## src/rtl/display_scan.sv

```systemverilog
// Six-digit multiplexed common-anode 7-segment scanner with per-frame input snapshot and dead time.
// Optional leading-zero blanking of the hours-tens digit in 12h mode: define DISPLAY_LZB_EN.
module display_scan #(
   parameter int SCAN_DIV  = 50000,
   parameter int BLANK_CYC = 500
) (
   input  logic       clk,
   input  logic       rst,
   input  logic [3:0] hh_t,
   input  logic [3:0] hh_u,
   input  logic [3:0] mm_t,
   input  logic [3:0] mm_u,
   input  logic [3:0] ss_t,
   input  logic [3:0] ss_u,
   input  logic       flag_pm,
   input  logic       flag_24h,
   output logic [6:0] seg,
   output logic       dp,
   output logic [5:0] an,
   output logic       frame_start
);
   localparam int CW = (SCAN_DIV > 1) ? $clog2(SCAN_DIV) : 1;
   localparam logic [CW-1:0] CNT_LAST = CW'(SCAN_DIV - 1);
   localparam logic [CW-1:0] CNT_BLANK = CW'(BLANK_CYC);

   logic [CW-1:0]   cnt_q, cnt_d;
   logic [2:0]      idx_q, idx_d;
   logic [5:0][3:0] snap_q, snap_d;
   logic            pm_q, pm_d;
   logic            h24_q, h24_d;
   logic [6:0]      seg_q, seg_d;
   logic            dp_q, dp_d;
   logic [5:0]      an_q, an_d;
   logic            frame_q, frame_d;
   logic [5:0][3:0] live;
   logic [6:0]      glyph [8];
   logic            wrap, blank;

   assign live = {ss_u, ss_t, mm_u, mm_t, hh_u, hh_t};

   function automatic logic [6:0] decode(input logic [3:0] d);
      case (d)
         4'd0:    decode = 7'b1000000;
         4'd1:    decode = 7'b1111001;
         4'd2:    decode = 7'b0100100;
         4'd3:    decode = 7'b0110000;
         4'd4:    decode = 7'b0011001;
         4'd5:    decode = 7'b0010010;
         4'd6:    decode = 7'b0000010;
         4'd7:    decode = 7'b1111000;
         4'd8:    decode = 7'b0000000;
         4'd9:    decode = 7'b0010000;
         4'hF:    decode = 7'h7F;
         default: decode = 7'b0111111;
      endcase
   endfunction

   // Per-slot glyphs decoded from the snapshot; entries 6 and 7 are unreachable padding.
   genvar gi;
   generate
      for (gi = 0; gi < 8; gi++) begin : g_glyph
         if (gi == 0) begin : g_hours_tens
`ifdef DISPLAY_LZB_EN
            assign glyph[gi] = (snap_q[0] == 4'd0 && !h24_q) ? 7'h7F : decode(snap_q[0]);
`else
            assign glyph[gi] = decode(snap_q[0]);
`endif
         end else if (gi < 6) begin : g_digit
            assign glyph[gi] = decode(snap_q[gi]);
         end else begin : g_pad
            assign glyph[gi] = 7'h7F;
         end
      end
   endgenerate

   always_comb begin
      wrap    = (cnt_q == CNT_LAST);
      blank   = (cnt_q < CNT_BLANK);
      cnt_d   = wrap ? '0 : cnt_q + 1'b1;
      idx_d   = idx_q;
      if (wrap) idx_d = (idx_q == 3'd5) ? 3'd0 : idx_q + 3'd1;
      frame_d = wrap && (idx_q == 3'd5);
      snap_d  = snap_q;
      pm_d    = pm_q;
      h24_d   = h24_q;
      if (frame_d) begin
         snap_d = live;
         pm_d   = flag_pm;
         h24_d  = flag_24h;
      end
      an_d  = 6'b111111;
      seg_d = 7'h7F;
      dp_d  = 1'b1;
      if (!blank) begin
         an_d  = ~(6'b000001 << idx_q);
         seg_d = glyph[idx_q];
         dp_d  = !(((idx_q == 3'd1) && pm_q && !h24_q) || ((idx_q == 3'd5) && h24_q));
      end
   end

   always_ff @(posedge clk or posedge rst) begin
      if (rst) begin
         cnt_q   <= '0;
         idx_q   <= '0;
         snap_q  <= {6{4'hF}};
         pm_q    <= 1'b0;
         h24_q   <= 1'b0;
         seg_q   <= 7'h7F;
         dp_q    <= 1'b1;
         an_q    <= 6'b111111;
         frame_q <= 1'b0;
      end else begin
         cnt_q   <= cnt_d;
         idx_q   <= idx_d;
         snap_q  <= snap_d;
         pm_q    <= pm_d;
         h24_q   <= h24_d;
         seg_q   <= seg_d;
         dp_q    <= dp_d;
         an_q    <= an_d;
         frame_q <= frame_d;
      end
   end

   assign seg         = seg_q;
   assign dp          = dp_q;
   assign an          = an_q;
   assign frame_start = frame_q;
endmodule

```

## config.mk

```make
export PLATFORM = sky130hd
export DESIGN_NAME = display_scan
export DESIGN_NICKNAME = d
export VERILOG_FILES = /design/src/rtl/display_scan.sv
export SDC_FILE = /design/constraint.sdc
export NUM_CORES = 1
export LEC_CHECK = 0
export BUFFER_PORTS_ARGS = -buffer_cell sky130_fd_sc_hd__buf_2
export CAP_MARGIN = 5
export CORE_MARGIN = 5
export CORE_UTILIZATION = 45
export DETAILED_ROUTE_END_ITERATION = 10
export SYNTH_ARGS = -nofsm -noshare
export SYNTH_HDL_FRONTEND = slang
export SYNTH_SLANG_ARGS = --single-unit
```

## constraint.sdc

```tcl
create_clock -name clk -period 2.6 [get_ports clk]
set_input_delay 0.52 -clock clk [delete_from_list [all_inputs] [get_ports clk]]
set_output_delay 0.52 -clock clk [all_outputs]
set_load 0.03 [all_outputs]
```

==> flow_metrics.py <==
metrics = {
    "synth": {
        "synthArstFlopShare_pct": 100.0,
        "yosys_register_bits": 60,
        "synth.largest_area_cell": "dfstp_2",
        "postSynthNetCount": 451,
        "synth.lib_cells_used.distinct": 52,
        "synth_cells": 391,
        "synth_seq_area_share_pct": 39.82,
        "most_used_standard_cell_by_instance_count_after_synthesis": "dfstp_2",
        "post_synth_top_area_share_pct": 25.67,
        "netlist_top_cells_area": "dfstp_2, dfrtp_1, ha_1",
        "post_synth_instance_area_um2": 3890,
        "yosysWarnings": 0,
        "most_frequently_used_flop_master_after_synthesis": "dfstp_2",
        "post_synth_edffs": 0,
        "syn-mean-instance-area_um2": 9.949,
        "post_synth_most_frequent_cells": "dfstp_2, ha_1, inv_1, o21ai_0, nor2_1",
    },
    "pwr": {
        "p_leak_uw": 0.001935,
        "sequentialPowerShare_pct": 51.1,
        "power_density_nw_per_um2": 457.9,
        "combPwrFrac_pct": 9.4,
        "peakVddDrop_v": 0.0002018,
        "internal_power_uw": 1424,
        "netSwitchingPower_uw": 567.4,
        "power.clock.fraction_pct": 39.5,
        "net_sw_share_pct": 28.49,
    },
    "cts": {
        "cts_sinks": 60,
        "ctsHtreeMaxLevel": 3,
        "postCtsSetupBuffers": 0,
        "cts_tree": "yes",
        "cts_hold_buffers": 0,
        "cts-resized-gates": 0,
        "clock_latency_ns": 0.36,
        "path_clk_slew_ns": 0.08,
        "tritoncts.num_buffers": 9,
        "ctsLongestPathBuffers": 2,
        "cts_root_buf": "clkbuf_8",
    },
    "sta": {
        "maxClockFrequency_ghz": 0.4366,
        "final-setup-viol-count": 0,
        "clock_skew_ns": 0.01301,
        "max_slew_headroom_at_the_worst_pin_pct": 52.91,
        "hold_viol": 0,
        "rsz0062_at_grt": "no",
        "timing_max_transition_violations_final": 0,
        "worst_slack_ns": 0.3097,
        "fin_hold_ws_ns": 0.3888,
        "period_minus_slack_ns": 2.290,
        "tns_ns": 0,
        "final.period_utilization_pct": 88.09,
        "pin_slew_with_the_least_headroom_to_its_limit_ns": 0.7063,
    },
    "grt": {
        "grt_pass1_wl_mm": 13.70,
        "antenna_violations_before_repair": 0,
        "overall_track_demand_over_capacity_in_global_routing_pct": 16.53,
        "maximum_number_of_pins_on_one_net_before_global_route_repair": 37,
        "grt_remaining_overflow": 0,
        "first_global_vias": 2771,
    },
    "cells_and_area": {
        "layout.area.seq_um2": 1549,
        "summed_area_of_non_filler_cells_in_the_final_layout_um2": 4349,
        "num-fill-cells": 801,
        "multiInputGateArea_um2": 2132,
        "fin_nets": 486,
        "drive_gt1_share_pct": 31.09,
        "synth_to_final_area_change_pct": 11.80,
        "antenna_cells_inserted": 0,
    },
    "floorplan": {
        "die_h_um": 103.0,
        "start_util_pct": 45.49,
        "rows": 34,
        "floorplan.io_pins": 43,
        "floorplan.die_area_um2": 10600,
        "placeableCoreArea_um2": 8551,
        "floorplan.die.width_um": 103.0,
    },
    "critical_path": {
        "worst_r2r_startpoint": "cnt_q[0]",
        "timing.critical_path.fanout_max": 26,
        "cp-start-kind": "register",
        "r2r_setup_slack_ns": 0.31,
        "critical_path.reg2reg.endpoint": "h24_q",
        "worstRegToRegCells": 6,
        "crit_required_ns": 2.84,
        "cp_data_arrival_time_ns": 2.53,
        "worstSetupPathType": "register to register",
        "endpoint_kind": "register",
    },
    "outcome": {
        "status": "finished clean",
    },
    "routing": {
        "vias_per_cell": 5.375,
        "ant_nets": 0,
        "first_pass_iteration_count_of_the_detailed_router": 4,
        "via_count": 2897,
        "route.detailed.wl_per_inst_um": 15.39,
        "finalWirelength_mm": 8.296,
        "drt_iter0_drc": 125,
        "drc": 0,
    },
    "placed_design": {
        "place_hpwl_mm": 5.930,
        "weighted_congestion_at_the_end_of_routability_driven_global_placement": 0.8189,
        "placement.io_buffers": 42,
        "pre_cts_ws_ns": 0.3057,
        "placement.cell_area_um2": 4170,
    },
    "worst_hold_path": {
        "min_path_cells": 2,
        "hold_class": "primary input to register",
        "min_from": "mm_t[2]",
        "hold_end": "snap_q[10]",
    },
    "run": {
        "maxCapViolCount": 0,
    },
}
cells in the final DEF (no fill, tap or decap), drive strengths merged, types with 7 or more instances in the layout:
| master | netlist | final |
|---|---|---|
| and3 | 7 | 7 |
| inv | 25 | 29 |
| a21oi | 19 | 19 |
| dfrtp | 22 | 22 |
| dfstp | 38 | 38 |
| nand2b | 9 | 9 |
| clkbuf | 16 | 9 |
| nand2 | 20 | 20 |
| mux2 | 27 | 27 |
| o21ai | 25 | 25 |
| ha | 32 | 32 |
| nor2b | 11 | 11 |
| xor2 | 9 | 9 |
| nand3 | 22 | 22 |
| o211ai | 7 | 7 |
| buf | 7 | 47 |
| nor3 | 8 | 8 |
| nor2 | 24 | 24 |
power by group through the flow:
stage                     combinational [uW]  clock, uW  sequential [uW]
after global placement                   186          0             1030
final                                    187        787             1020
after CTS                                191        813             1020
after floorplan                          152          0             1010
after global routing                     216        854             1020
after detailed placement                 190          0             1030
state kept, by name, summed over array words and instances, names as in the netlist:
register,flops
an,6
cnt_q,16
dp,1
frame_start,1
h24_q,1
idx_q,3
pm_q,1
seg,7
snap_q,24
through the flow:
stage	utilization (%)	std cells	total power, uW
finish	50.86	539	1991
floorplan	-	391	1157
global route	50.86	539	2094
CTS	50.86	539	2021
detailed placement	48.77	523	1222
global placement	48.77	523	1218
how the worst max path moves through the flow:
| stage | startpoint | endpoint |
|---|---|---|
| 2_1_floorplan | cnt_q[0] | h24_q |
| 3_3_place_gp | cnt_q[0] | h24_q |
| 3_5_place_dp | cnt_q[0] | h24_q |
| 4_1_cts | cnt_q[0] | h24_q |
| 5_1_grt | cnt_q[13] | h24_q |
| 6_report | cnt_q[0] | h24_q |
layer usage:
layer	GRT usage, %	up-vias	part of all wire, %
met1	23.17	1375	48
li1	-	1460	-
met4	4.781	0	1.3
met2	25.51	52	46
met3	3.857	10	5.2
met5	0	-	0
kinds of logic after synthesis:
group / Yosys count / share of synthesized area [%]
DFF: 60 / 39.82
buffers and inverters: 48 / 5.371
xor gates and xnor gates: 15 / 3.377
muxes: 29 / 10.26
and+or+nand+nor: 120 / 16.31
AOI/OAI and AO/OA: 87 / 14.57
adders and majority gates: 32 / 10.29
critical path: stages, from the launching register on:
cell	delay [ns]
dfrtp_1	0.39
ha_1	0.22
and3_1	0.23
and3_1	0.21
and3_1	0.23
nand3_4	0.42
mux2_4	0.46
area by class of cell:
type	instances	share of cell area (%)
clock buffer	9	2.848
clock inverter	7	1.266
inverter	25	2.158
multi-input combinational	283	49.02
sequential	60	35.62
tap	108	3.107
timing repair buffer	47	5.984
Power figures use the tool's default switching activity.
